===== src/rtl/sram_req_tracker.sv =====
// Outstanding-request tracker between a pipeline port and an in-order sram-like bus.
// Keeps a circular FIFO of {tag, discard} per in-flight request and suppresses flushed responses.
module sram_req_tracker #(
  parameter int DEPTH        = 2,
  parameter int TAG_W        = 4,
  parameter int BLOCK_ON_DIS = 1
) (
  input  logic                     clk,
  input  logic                     reset,
  input  logic                     flush,
  input  logic                     up_req,
  input  logic                     up_wr,
  input  logic [1:0]               up_size,
  input  logic [31:0]              up_addr,
  input  logic [3:0]               up_wstrb,
  input  logic [31:0]              up_wdata,
  input  logic [TAG_W-1:0]         up_tag,
  output logic                     up_addr_ok,
  output logic                     up_data_ok,
  output logic [31:0]              up_rdata,
  output logic [TAG_W-1:0]         up_rtag,
  output logic                     dn_req,
  output logic                     dn_wr,
  output logic [1:0]               dn_size,
  output logic [31:0]              dn_addr,
  output logic [3:0]               dn_wstrb,
  output logic [31:0]              dn_wdata,
  input  logic                     dn_addr_ok,
  input  logic                     dn_data_ok,
  input  logic [31:0]              dn_rdata,
  output logic [$clog2(DEPTH):0]   outstanding,
  output logic                     discard_pend,
  output logic                     proto_err
);

  localparam int PTR_W = $clog2(DEPTH);
  localparam int CNT_W = PTR_W + 1;

  // Handshake: a request transfers on the cycle dn_req & dn_addr_ok are both high
  // (reported upstream as up_addr_ok); a response transfers on dn_data_ok and is
  // matched to the oldest in-flight entry, forwarded as up_data_ok unless discarded.

  logic [TAG_W-1:0] tag_q [DEPTH];
  logic [DEPTH-1:0] vld_q, vld_d;
  logic [DEPTH-1:0] dis_q, dis_d;
  logic [PTR_W-1:0] wptr_q, rptr_q;
  logic [CNT_W-1:0] count_q, count_d;
  logic             proto_err_q;

  logic full, empty, block, accept, pop;

  assign full  = (count_q == CNT_W'(DEPTH));
  assign empty = (count_q == '0);
  assign discard_pend = |(vld_q & dis_q);
  assign block = (BLOCK_ON_DIS != 0) && discard_pend;

  // Gating with reset keeps the bus quiet while state is being cleared.
  assign dn_req     = ~reset & up_req & ~full & ~flush & ~block;
  assign accept     = dn_req & dn_addr_ok;
  assign pop        = ~reset & dn_data_ok & ~empty;
  assign up_addr_ok = accept;
  assign up_data_ok = pop & ~dis_q[rptr_q] & ~flush;
  assign up_rtag    = tag_q[rptr_q];
  assign up_rdata   = dn_rdata;

  assign dn_wr    = up_wr;
  assign dn_size  = up_size;
  assign dn_addr  = up_addr;
  assign dn_wstrb = up_wstrb;
  assign dn_wdata = up_wdata;

  assign outstanding = count_q;
  assign proto_err   = proto_err_q;

  // Flush marks first; a pop or accept on the same cycle then overrides its own slot.
  // Pop and accept never share a slot: equal pointers mean empty (no pop) or full (no accept).
  always_comb begin
    vld_d = vld_q;
    dis_d = dis_q;
    if (flush) dis_d = dis_q | vld_q;
    if (pop) begin
      vld_d[rptr_q] = 1'b0;
      dis_d[rptr_q] = 1'b0;
    end
    if (accept) begin
      vld_d[wptr_q] = 1'b1;
      dis_d[wptr_q] = 1'b0;
    end
  end

  always_comb begin
    count_d = count_q;
    case ({accept, pop})
      2'b10:   count_d = count_q + CNT_W'(1);
      2'b01:   count_d = count_q - CNT_W'(1);
      default: count_d = count_q;
    endcase
  end

  always_ff @(posedge clk) begin
    if (reset) begin
      vld_q       <= '0;
      dis_q       <= '0;
      wptr_q      <= '0;
      rptr_q      <= '0;
      count_q     <= '0;
      proto_err_q <= 1'b0;
    end else begin
      vld_q   <= vld_d;
      dis_q   <= dis_d;
      count_q <= count_d;
      if (accept) wptr_q <= wptr_q + 1'b1;
      if (pop)    rptr_q <= rptr_q + 1'b1;
      if (dn_data_ok && empty) proto_err_q <= 1'b1;
    end
  end

  always_ff @(posedge clk) begin
    if (accept) tag_q[wptr_q] <= up_tag;
  end

endmodule


===== config.mk =====
export PLATFORM = sky130hd
export DESIGN_NAME = sram_req_tracker
export DESIGN_NICKNAME = d
export VERILOG_FILES = /design/src/rtl/sram_req_tracker.sv
export SDC_FILE = /design/constraint.sdc
export NUM_CORES = 1
export LEC_CHECK = 0
export ABC_AREA = 1
export BUFFER_PORTS_ARGS = -buffer_cell sky130_fd_sc_hd__buf_2
export CAP_MARGIN = 20
export CORE_AREA = 2 2 88 90
export CTS_BUF_LIST = sky130_fd_sc_hd__clkbuf_4
export DETAILED_ROUTE_END_ITERATION = 6
export DIE_AREA = 0 0 90 92
export SYNTH_ARGS = -nofsm -noshare
export SYNTH_HDL_FRONTEND = slang
export SYNTH_SLANG_ARGS = --single-unit

===== constraint.sdc =====
create_clock -name clk -period 2.15 [get_ports clk]
set_input_delay 0.5375 -clock clk [delete_from_list [all_inputs] [get_ports clk]]
set_output_delay 0.5375 -clock clk [all_outputs]
set_load 0.01 [all_outputs]

# Yosys cells after proc, flatten, opt, wreduce, memory -nomap -nowiden
# Memories as Yosys holds them, arrays and structs flattened. A register that Yosys moved wholly into a read port is not among the register bits.
# Cells that the tools add are included.
[totals]
register_bits = 9
latch_bits = 0
ram_bits = 8
romBits = 0
in_bits = 113
output_inout_bits = 114
word_cells = 63
mem_count = 1
[memory_table]
columns = ["memory", "depth", "word_bits", "read_ports", "rd_ports_with_merged_regs", "wr", "line", "source"]
rows = [
  ["tag_q", 2, 4, 1, 1, 1, "43", "logic [TAG_W-1:0] tag_q [DEPTH];"],
]
[classes]
addsub = 4
multipliers = 0
n_div = 0
magnitude_cmp = 4
eq_ne = 3
shifts = 0
muxes = 16
bitwise = 23
reduce_logical = 6
[op_table]
columns = ["cell", "n"]
rows = [
  ["$mux 2", 5],
  ["$and 1x1->1", 9],
  ["$and 2x2->2", 4],
  ["$mux 1", 8],
  ["$not 1->1", 6],
  ["$eq 2x2->1 const B", 2],
  ["$lt 1x2->1 const B", 2],
  ["$not 2->2", 2],
  ["$or 2x2->2", 2],
  ["$pmux 2 s2", 1],
  ["$logic_and 1x1->1", 3],
  ["$add 1x1->1 const B", 2],
  ["$add 2x1->2 const B", 1],
  ["$demux 1 s1", 2],
  ["$eq 2x1->1 const B", 1],
  ["$ge 1x1->1 const B", 2],
  ["$logic_not 2->1", 1],
  ["$reduce_bool 2->1", 1],
  ["$reduce_or 2->1", 1],
  ["$sub 2x1->2 const B", 1],
]

# Depth between registers and ports, before layout
# Gate-level depths: netlist of run 1.
[logic_depth]
depth_word = 9
depth_mapped = 11
depth_no_buf = 11

# Worst setup path before layout of run 1
# Ideal clock, no wire load.
[synth_path]
path_type = "input to register"
startpoint = "input port up_req"
endpoint = "register count_q[1], in the netlist outstanding[1]"
setup_time_ns = 0.119
arrival_ns = 1.591
t_required_ns = 2.031
setup_slack_ns = 0.440
stages = 10
path_buffers = 0
path_cell_list = "inv_1 > nor2_1 > nand2_2 > nor2_8 > nand2_4 > ha_1 > nor2_1 > nand2_1 > o21ai_0 > a21oi_1"
[synth_via]
elab_chain_len = 7
elab_cells_between_ends = 9
classes_between = "eq/ne (2); mux (1); bitwise (5); reduce/logical (1)"
[synth_rtl]
columns = ["element", "line", "source"]
rows = [
  ["start: declaration", "11", "input logic up_req,"],
  ["$and 1x1->1 * (4 in series)", "58", "assign dn_req = ~reset & up_req & ~full & ~flush & ~block;"],
  ["named net dn_req", "22", "output logic dn_req,"],
  ["$and 1x1->1 *", "59", "assign accept = dn_req & dn_addr_ok;"],
  ["$eq 2x1->1 or $eq 2x2->1 (tied branches)", "93", "case ({accept, pop})"],
  ["$pmux 2 s2 or $reduce_bool 2->1 (tied branches)", "--", ""],
  ["end signal: assignment", "111", "count_q <= count_d;"],
  ["end: declaration", "47", "logic [CNT_W-1:0] count_q, count_d;"],
]
# The timed path passes the listed nets; every way through them passes the cells marked *.
# A chain may end at the register's enable or synchronous reset.

# Final worst setup path of run 1
[layout_path]
startpoint = "register count_q[0], in the netlist outstanding[0]"
endpoint = "output port up_data_ok"
[layout_via]
elab_chain_len = 5
[layout_rtl]
columns = ["element", "line", "source"]
rows = [
  ["$logic_not 2->1", "53", "assign empty = (count_q == '0);"],
  ["$not 1->1", "60", "assign pop = ~reset & dn_data_ok & ~empty;"],
  ["$and 1x1->1", "60", ""],
  ["$and 1x1->1 (2 in series)", "62", "assign up_data_ok = pop & ~dis_q[rptr_q] & ~flush;"],
  ["end: declaration", "19", "output logic up_data_ok,"],
]
# Every way passes these cells.

==> flow_metrics.py, run 1 <==
metrics = {
    "yosys": {
        "synth.distinct_cells": 22,
        "avgSynthCellArea_um2": 8.47,
        "syn_inst": 187,
        "synth_warnings": 0,
        "netlist_area_mm2": 0.00158,
        "syn-num-nets": 301,
        "yosys_register_bits": 18,
        "ys_seq_area_share_pct": 27.8,
    },
    "grt": {
        "grt_max_degree": 11,
        "grtUsageTotal_pct": 7.76,
        "first_global_vias": 776,
        "antenna_found_initial": 0,
        "grt_pass1_wl_mm": 4.83,
        "grt_overflow": 0,
    },
    "worst_setup_path": {
        "path_cells": "inv_2 -> nand2_1 -> nand3_1 -> nor3_1 -> buf_2",
        "slowest_stage": "dfxtp_1",
        "slowest_delay_ns": 0.41,
        "cp-end-kind": "primary output",
        "cp.required_ns": 1.61,
        "crit_fanout": 5,
        "timing.rr.start": "outstanding[0]",
        "regToRegSetupSlack_ns": 0.51,
        "cp_data_arrival_time_ns": 1.40,
        "critPathLaunch": "outstanding[0]",
        "startpoint_type": "register",
        "critPathKind": "reg2out",
        "rr_worst_depth": 10,
        "r2r_end": "outstanding[1]",
    },
    "floorplan": {
        "die_y_um": 92,
        "dieArea_mm2": 0.00828,
        "core_mm2": 0.00745,
        "die_w_um": 90,
        "start_util_pct": 21.3,
        "rows": 32,
        "num_io_pins": 227,
    },
    "timing": {
        "rsz0062_at_grt": "no",
        "hold_viol_final": 0,
        "slew_viol_final": 0,
        "fin_skew_ns": 0.00642,
        "finalSetupViolCount": 0,
        "clock.fmax_mhz": 515,
        "slew_headroom_pct": 85.7,
        "setup_ws_ns": 0.208,
        "worst_slew_pin_slew_ns": 0.214,
        "post-route-min-period_ns": 1.94,
        "fin_crit_sh_pct": 90.3,
        "setup_tns_ns": 0,
    },
    "placement": {
        "numPortBuffers": 20,
        "routabilityCongestion": 0.738,
        "dpl-instance-area_mm2": 0.00104,
        "dp_hpwl_mm": 2.61,
        "dpl_worst_slack_ns": 0.240,
    },
    "routing": {
        "post_drt_wl_per_cell_um": 15.0,
        "ant_nets": 0,
        "drt_pass1_iterations": 4,
        "vias_per_cell": 3.58,
        "drcViolationCount": 0,
        "vias": 751,
        "wirelength_mm": 3.15,
        "first_iter_violations": 27,
    },
    "clock_tree": {
        "clockBufferDepth": 2,
        "cts-root-buf": "clkbuf_4",
        "cts_tree": "yes",
        "ctsHtreeMaxLevel": 1,
        "clkTransAtPathRegs_ns": 0.11,
        "clkSinkCount": 18,
        "hold_buffers": 0,
        "cts_resized": 0,
        "clk_latency_ns": 0.30,
        "cts_buffers": 3,
        "post_cts_buffers": 0,
    },
    "min_path": {
        "holdPathStages": 1,
        "min_from": "up_tag[2]",
        "min_to": "tag_q[0][2]",
        "hold_path.class": "in2reg",
    },
    "power": {
        "irDropWorstVdd_v": 0.000130,
        "switching_power_uw": 151,
        "pwr-share-seq_pct": 61.0,
        "p_per_area_mw_per_mm2": 569,
        "power.internal_uw": 456,
        "comb_power_share_pct": 9.9,
        "leakagePower_nw": 0.462,
        "total_power_uw": 606,
        "clock_power_share_pct": 29.2,
        "p_sw_share_pct": 24.8,
    },
    "final_layout": {
        "antenna_cells": 0,
        "stdcell_area_mm2": 0.00106,
        "drive_gt1_share_pct": 33.3,
        "final_core_utilization_pct": 14.3,
        "syn2layout_area_growth_pct": -32.8,
        "layout.nets": 223,
    },
    "flow_run": {
        "maxCapViolCount": 0,
    },
    "outcome": {
        "status": "completed",
    },
}
## synth_stat cells
library cell | count | area, µm²
buf_4 | 103 | 773
nand2_1 | 19 | 71.3
inv_1 | 12 | 45.0
dfxtp_1 | 10 | 200
edfxtp_1 | 8 | 240
a21oi_1 | 7 | 35.0
nor2_1 | 7 | 26.3
mux2_2 | 4 | 45.0
o21ai_0 | 3 | 15.0
nand3_2 | 2 | 20.0
a31oi_1 | 1 | 6.26
ha_1 | 1 | 12.5
inv_2 | 1 | 3.75
inv_4 | 1 | 6.26
nand2_2 | 1 | 6.26
nand2_4 | 1 | 11.3
nand3_1 | 1 | 5.00
nand3_4 | 1 | 17.5
nand4_1 | 1 | 6.26
nand4_2 | 1 | 12.5
nor2_8 | 1 | 20.0
nor3_1 | 1 | 5.00
## through the flow
stage	instances	hold WS, ns
final	210	0.421
after global routing	210	0.405
after CTS	210	0.407
after detailed placement	206	0.456
after global placement	206	0.475
after floorplan	187	0.453
## flip-flops by register name (all words and copies together), names as in the netlist, named ones only
| register | flops |
|---|---|
| dis_q | 2 |
| outstanding | 2 |
| proto_err | 1 |
| rptr_q | 1 |
| tag_q | 8 |
| vld_q | 2 |
| wptr_q | 1 |
## routing by layer
metal  GRT usage (%)  routed length [µm]
met5               0                   0
met4            6.79                 244
met3            6.66                 590
met2            12.2                1450
met1            5.90                 871
## power groups by stage
stage	Sequential, mW	Combinational (mW)	Clock, mW
6_report	0.369	0.0597	0.177
5_1_grt	0.370	0.0688	0.195
3_5_place_dp	0.377	0.0607	0
2_1_floorplan	0.378	0.229	0
4_1_cts	0.370	0.0610	0.186
3_3_place_gp	0.377	0.0598	0
## final cells by class
| class | instances | area [µm²] |
|---|---|---|
| multi-input combinational | 52 | 315 |
| clock inverter | 1 | 3.75 |
| timing repair buffer | 20 | 100 |
| fill | 863 | 6380 |
| tap | 102 | 128 |
| inverter | 14 | 55.1 |
| sequential | 18 | 440 |
| clock buffer | 3 | 22.5 |
## layout by cell type (no fill, tap or decap)
| cell | n |
|---|---|
| a21oi_1 | 7 |
| a31oi_1 | 1 |
| buf_2 | 20 |
| clkbuf_4 | 3 |
| clkinv_1 | 1 |
| dfxtp_1 | 10 |
| edfxtp_1 | 8 |
| ha_1 | 1 |
| inv_1 | 12 |
| inv_2 | 1 |
| inv_4 | 1 |
| mux2_2 | 4 |
| nand2_1 | 19 |
| nand2_2 | 1 |
| nand2_4 | 1 |
| nand3_1 | 1 |
| nand3_2 | 2 |
| nand3_4 | 1 |
| nand4_1 | 1 |
| nand4_2 | 1 |
| nor2_1 | 7 |
| nor2_8 | 1 |
| nor3_1 | 1 |
| o21ai_0 | 3 |
## logic make-up (layout without fill, tap and decap cells)
kind of cell             Yosys count  after routing  synth area share (%)
flip-flops                        18             18                  27.8
AO/OA/AOI/OAI                     11             11                  3.55
buffers and inverters            117             38                  52.3
adder cells (fa/ha/maj)            1              1                 0.790
multiplexers                       4              4                  2.84
AND/OR/NAND/NOR                   36             36                  12.7
## worst max-delay path by stage
stage	to	slack, ns	depth (start not counted)
after floorplan	outstanding[1]	0.44	10
after global placement	outstanding[1]	0.28	10
after detailed placement	outstanding[1]	0.24	10
after CTS	up_addr_ok	0.19	7
after global routing	up_data_ok	0.02	5
final	up_data_ok	0.21	5
## worst max-delay path, delay by kind of cell (launching register included)
family                 cells  cell delay (ns)
buffers and inverters      2             0.24
DFF                        1             0.41
and+or+nand+nor            3             0.46
Power figures use the tool's default switching activity.
==> run 2, diff against run 1 <==
Settings changed: CORE_AREA 2 2 88 90 to 2 2 89 91, DIE_AREA 0 0 90 92 to 0 0 91 93, RECOVER_POWER set to 25.
==> run 2 against run 1 <==
Via count down 1.3%. Clock power fell by 3%. Non-clock buffer count is the same. Flip-flop and latch count unchanged. Die area increased by 2.2%. Combinational power is 2% lower. First-iteration DRC count grew 52%. Clock skew up 0.0052 ns. Critical path depth did not move. Routed wire length is 15% lower. Final cell count is the same. Register-to-register slack about the same.
==> flow_metrics.py, run 2 (synthesis gave the netlist of run 1 again) <==
metrics = {
    "clock_tree": {
        "cts_tree": "yes",
        "hold_buffers": 0,
        "clkTransAtPathRegs_ns": 0.11,
        "cts_buffers": 3,
        "clkSinkCount": 18,
        "clk_latency_ns": 0.29,
        "ctsHtreeMaxLevel": 1,
        "cts_resized": 0,
        "cts-root-buf": "clkbuf_4",
        "clockBufferDepth": 2,
        "post_cts_buffers": 0,
    },
    "power": {
        "leakagePower_nw": 0.456,
        "pwr-share-seq_pct": 61.6,
        "irDropWorstVdd_v": 0.000161,
        "p_sw_share_pct": 24.1,
        "total_power_uw": 599,
        "p_per_area_mw_per_mm2": 564,
        "power.internal_uw": 455,
        "comb_power_share_pct": 9.8,
        "switching_power_uw": 144,
        "clock_power_share_pct": 28.6,
    },
    "worst_setup_path": {
        "cp.required_ns": 1.61,
        "rr_worst_depth": 10,
        "timing.rr.start": "outstanding[0]",
        "cp_data_arrival_time_ns": 1.37,
        "r2r_end": "outstanding[1]",
        "regToRegSetupSlack_ns": 0.52,
        "startpoint_type": "register",
        "crit_fanout": 5,
        "critPathKind": "reg2out",
        "cp-end-kind": "primary output",
    },
    "timing": {
        "worst_slew_pin_slew_ns": 0.178,
        "slew_viol_final": 0,
        "fin_crit_sh_pct": 88.6,
        "fin_skew_ns": 0.0116,
        "hold_viol_final": 0,
        "setup_ws_ns": 0.245,
        "slew_headroom_pct": 88.1,
        "setup_tns_ns": 0,
        "whs_ns": 0.432,
        "rsz0062_at_grt": "no",
        "clock.fmax_mhz": 525,
        "finalSetupViolCount": 0,
        "post-route-min-period_ns": 1.91,
    },
    "placement": {
        "numPortBuffers": 20,
        "dp_hpwl_mm": 2.26,
        "dpl_worst_slack_ns": 0.266,
        "routabilityCongestion": 0.673,
    },
    "grt": {
        "grt_overflow": 0,
        "grt_pass1_wl_mm": 4.04,
        "grtUsageTotal_pct": 6.33,
        "grt_max_degree": 11,
        "first_global_vias": 758,
        "antenna_found_initial": 0,
    },
    "final_layout": {
        "drive_gt1_share_pct": 30.6,
        "nFillCells": 889,
        "mostFrequentLayoutCell": "nand2_1",
        "layout.nets": 223,
        "antenna_cells": 0,
        "layout_common_cells": "nand2_1 (19), buf_2 (18), inv_1 (13)",
        "top_register": "tag_q",
        "syn2layout_area_growth_pct": -32.9,
        "largest_register_ffs": 8,
    },
    "routing": {
        "drcViolationCount": 0,
        "vias_per_cell": 3.53,
        "wirelength_mm": 2.69,
        "post_drt_wl_per_cell_um": 12.8,
        "vias": 741,
        "drt_pass1_iterations": 4,
        "first_iter_violations": 41,
        "ant_nets": 0,
    },
    "min_path": {
        "hold_path.class": "in2reg",
        "holdPathStages": 1,
        "min_to": "tag_q[0][1]",
        "min_from": "up_tag[1]",
    },
    "outcome": {
        "status": "completed",
    },
    "floorplan": {
        "dieArea_mm2": 0.00846,
        "rows": 32,
        "core_mm2": 0.00753,
        "start_util_pct": 21.0,
        "num_io_pins": 227,
        "die_y_um": 93,
        "die_w_um": 91,
    },
    "flow_run": {
        "maxCapViolCount": 0,
    },
}
==> run 2: cell type report <==
cell class	instances	area [µm²]	share of cell area [%]
inverters	14	55.1	5.18
clock buffers	3	22.5	2.12
multi-input cells	52	315	29.7
well taps	102	128	12.0
clock inverters	1	3.75	0.353
flip-flops and latches	18	440	41.5
repair buffers	20	97.6	9.19
==> run 2: worst max-delay path, cell delays in order (launching register included) <==
cell	delay [ns]
dfxtp_1	0.38
inv_1	0.11
nand2_1	0.13
nand3_1	0.12
nor3_1	0.16
buf_2	0.17
==> run 2: power groups by stage <==
stage / clock network [mW] / registers [mW] / logic (mW)
after global routing: 0.189 / 0.370 / 0.0667
final: 0.171 / 0.369 / 0.0587
after CTS: 0.176 / 0.369 / 0.0608
after detailed placement: 0 / 0.377 / 0.0605
after global placement: 0 / 0.377 / 0.0599
after floorplan: 0 / 0.378 / 0.229
==> run 2: worst max-delay path by stage <==
stage,startpoint,to,cells after the start
finish,outstanding[0],up_data_ok,5
global route,outstanding[0],up_data_ok,5
CTS,outstanding[0],up_addr_ok,7
detailed placement,reset,outstanding[1],10
global placement,flush,outstanding[1],10
floorplan,up_req,outstanding[1],10
==> run 2: stage by stage <==
step / cells / instance area, µm² / util, %
after global routing: 210 / 1060 / 14.1
after CTS: 210 / 1060 / 14.1
after global placement: 206 / 1040 / 13.8
after floorplan: 187 / 1580 / -
final: 210 / 1060 / 14.1
after detailed placement: 206 / 1040 / 13.8
==> run 2: metal layers <==
layer / routed length [µm] / GRT usage, % / vias up
met5: 0 / 0 / -
met4: 218 / 5.93 / 0
met3: 482 / 5.56 / 34
met2: 1130 / 9.26 / 65
met1: 858 / 5.10 / 322
li1: - / - / 320
==> run 3, diff against run 2 <==
Settings changed: ABC_AREA 1 to 0, CORE_AREA 2 2 89 91 to 2 2 87 89, DIE_AREA 0 0 91 93 to 0 0 89 91.
Clock period 2.15 ns to 2.3 ns, I/O delays scaled along.
==> run 3 against run 2 <==
Power down 7.0%. Routed wire length down 1.1%. Design area decreased by 1.9%. Sequential share of layout area is 1.3 points higher. Clock skew shrank 0.0083 ns. Clock power is 6% lower. Global-route usage is 0.11 points lower. Final cell count is 9.5% lower. Die area down 4.3%. Via count fell by 11%. Flip-flop and latch count stayed put. Synthesized cell count is 11% lower.
==> flow_metrics.py, run 3 <==
metrics = {
    "yosys": {
        "async_reset_ff_share_pct": 0,
        "synth_top_cells_by_count": "buf_4 (103), dfxtp_1 (10), edfxtp_1 (8)",
        "syn-num-nets": 280,
        "avgSynthCellArea_um2": 9.14,
        "synth.distinct_cells": 24,
        "yosysMostFrequentCell": "buf_4",
        "synth_area_leaders": "buf_4 (51%), edfxtp_1 (16%), dfxtp_1 (13%)",
        "synth_warnings": 0,
        "yosys_register_bits": 18,
        "netlist_area_mm2": 0.00152,
        "synth_largest_area_cell": "buf_4",
        "ys_seq_area_share_pct": 29.0,
        "synth_top_area_share_pct": 51.0,
        "synthFlopType": "dfxtp_1",
        "synth-edff-count": 8,
        "syn_inst": 166,
    },
    "worst_setup_path": {
        "cp-end-kind": "primary output",
        "r2r_end": "outstanding[1]",
        "crit_cells": 4,
        "startpoint_type": "register",
        "critPathLaunch": "outstanding[1]",
        "worst-path-buf-inv": 1,
        "timing.rr.start": "dis_q[1]",
        "crit_fanout": 4,
        "regToRegSetupSlack_ns": 0.46,
        "rr_worst_depth": 6,
        "cpLargestDelayFamily": "simple AND/OR/NAND/NOR gates",
        "slowest_stage": "or3b_4",
        "cp_data_arrival_time_ns": 1.63,
        "critPathKind": "reg2out",
        "slowest_delay_ns": 0.41,
        "cp.required_ns": 1.73,
        "path_cells": "nor2_1 -> or3b_4 -> a2111oi_4 -> buf_4",
        "crit_path_end": "up_data_ok",
    },
    "routing": {
        "first_iter_violations": 26,
        "wirelength_met1_um": 917,
        "vias_per_cell": 3.46,
        "vias": 657,
        "drcViolationCount": 0,
        "ant_nets": 0,
        "post_drt_wl_per_cell_um": 14.0,
        "wirelength_mm": 2.66,
        "wl_met2_mm": 1.08,
        "highest_layer": "met4",
        "dr_wl_met3_um": 428,
        "drt_pass1_iterations": 4,
    },
    "floorplan": {
        "num_io_pins": 227,
        "start_util_pct": 21.2,
        "dieArea_mm2": 0.00810,
        "rows": 31,
        "core_mm2": 0.00714,
        "die_w_um": 89,
        "die_y_um": 91,
    },
    "clock_tree": {
        "cts-root-buf": "clkbuf_4",
        "clk_latency_ns": 0.29,
        "cts_tree": "yes",
        "cts_buffers": 3,
        "clkTransAtPathRegs_ns": 0.10,
        "clkSinkCount": 18,
        "clockBufferDepth": 2,
        "ctsHtreeMaxLevel": 1,
    },
    "flow_run": {
        "maxCapViolCount": 0,
    },
    "power": {
        "irDropWorstVdd_v": 0.000170,
        "p_per_area_mw_per_mm2": 535,
        "leakagePower_nw": 0.384,
    },
    "timing": {
        "hold_viol_final": 0,
        "setup_tns_ns": 0,
        "clock.fmax_mhz": 454,
        "fin_crit_sh_pct": 95.7,
        "rsz0062_at_grt": "no",
        "post-route-min-period_ns": 2.20,
        "slew_headroom_pct": 79.3,
        "finalSetupViolCount": 0,
        "slew_viol_final": 0,
        "worst_slew_pin_slew_ns": 0.309,
        "fin_skew_ns": 0.00332,
    },
    "final_layout": {
        "top_register": "tag_q",
        "mostFrequentLayoutCell": "buf_2",
        "nFillCells": 836,
        "syn2layout_area_growth_pct": -31.3,
        "stdcell_area_mm2": 0.00104,
        "final_core_utilization_pct": 14.6,
        "drive_gt1_share_pct": 44.4,
        "layout_common_cells": "buf_2 (19), dfxtp_1 (8), edfxtp_1 (8)",
        "largest_register_ffs": 8,
        "multi_input_area_um2": 284,
        "layout.nets": 205,
        "regArea_um2": 445,
    },
    "grt": {
        "grt_pass1_wl_mm": 3.68,
        "grtUsageTotal_pct": 6.22,
        "first_global_vias": 668,
        "grt_overflow": 0,
        "grt_max_degree": 11,
        "antenna_found_initial": 0,
    },
    "placement": {
        "dpl-instance-area_um2": 978,
        "numPortBuffers": 20,
        "routabilityCongestion": 0.712,
        "dp_hpwl_mm": 2.13,
    },
    "min_path": {
        "hold_path.class": "in2reg",
    },
    "outcome": {
        "status": "completed",
    },
}
[run 3: logic make-up after synthesis]
kind of cell             after synthesis  share of synthesized area (%)
AO/OA/AOI/OAI                         14                           6.77
XOR/XNOR                               3                           1.73
adder cells (fa/ha/maj)                1                          0.825
buffers and inverters                111                           53.1
flip-flops                            18                           29.0
multiplexers                           4                           2.97
AND/OR/NAND/NOR                       15                           5.61
[run 3: cell type report]
class	instances	share of cell area, %
clock inverter	1	0.360
multi-input combinational	37	27.3
antenna	1	0.240
timing repair buffer	24	12.7
sequential	18	42.7
inverter	7	2.64
clock buffer	3	2.16
tap	99	11.9
[run 3: power breakdown]
group	internal [mW]	switching, mW	leakage, nW	total (mW)
Combinational	0.0253	0.0269	0.213	0.0521
Clock	0.0631	0.0967	0.0154	0.160
Sequential	0.340	0.00504	0.155	0.345
Total	0.429	0.129	0.384	0.557
[run 3: per-layer routing]
metal  track usage [%]  up-vias
met3              4.45       34
met1              6.03      285
li1                  -      278
met5                 0        -
met2              8.33       60
met4              5.97        0
[run 3: through the flow]
stage | hold slack (ns) | power (mW) | worst slack (ns) | std cells
after global routing | 0.441 | 0.593 | 0.00271 | 189
final | 0.466 | 0.557 | 0.0981 | 190
after floorplan | 0.450 | 0.563 | 0.300 | 166
after CTS | 0.455 | 0.567 | 0.00475 | 187
after global placement | 0.455 | 0.402 | 0.0706 | 183
after detailed placement | 0.459 | 0.402 | 0.0643 | 183
[run 3: repair_timing]
item	CTS	global route
setup endpoints to repair	1	1
gates resized for setup	2	3
hold endpoints to repair	0	0
hold buffers	0	0
buffers inserted	0	2
[run 3: worst min-delay path by stage]
stage	start	end	slack, ns	cells after the start
floorplan	wptr_q	wptr_q	0.45	2
global placement	proto_err	proto_err	0.45	2
detailed placement	proto_err	proto_err	0.46	2
CTS	up_tag[3]	tag_q[0][3]	0.45	1
global route	up_tag[1]	tag_q[1][1]	0.44	1
finish	up_tag[3]	tag_q[0][3]	0.47	1
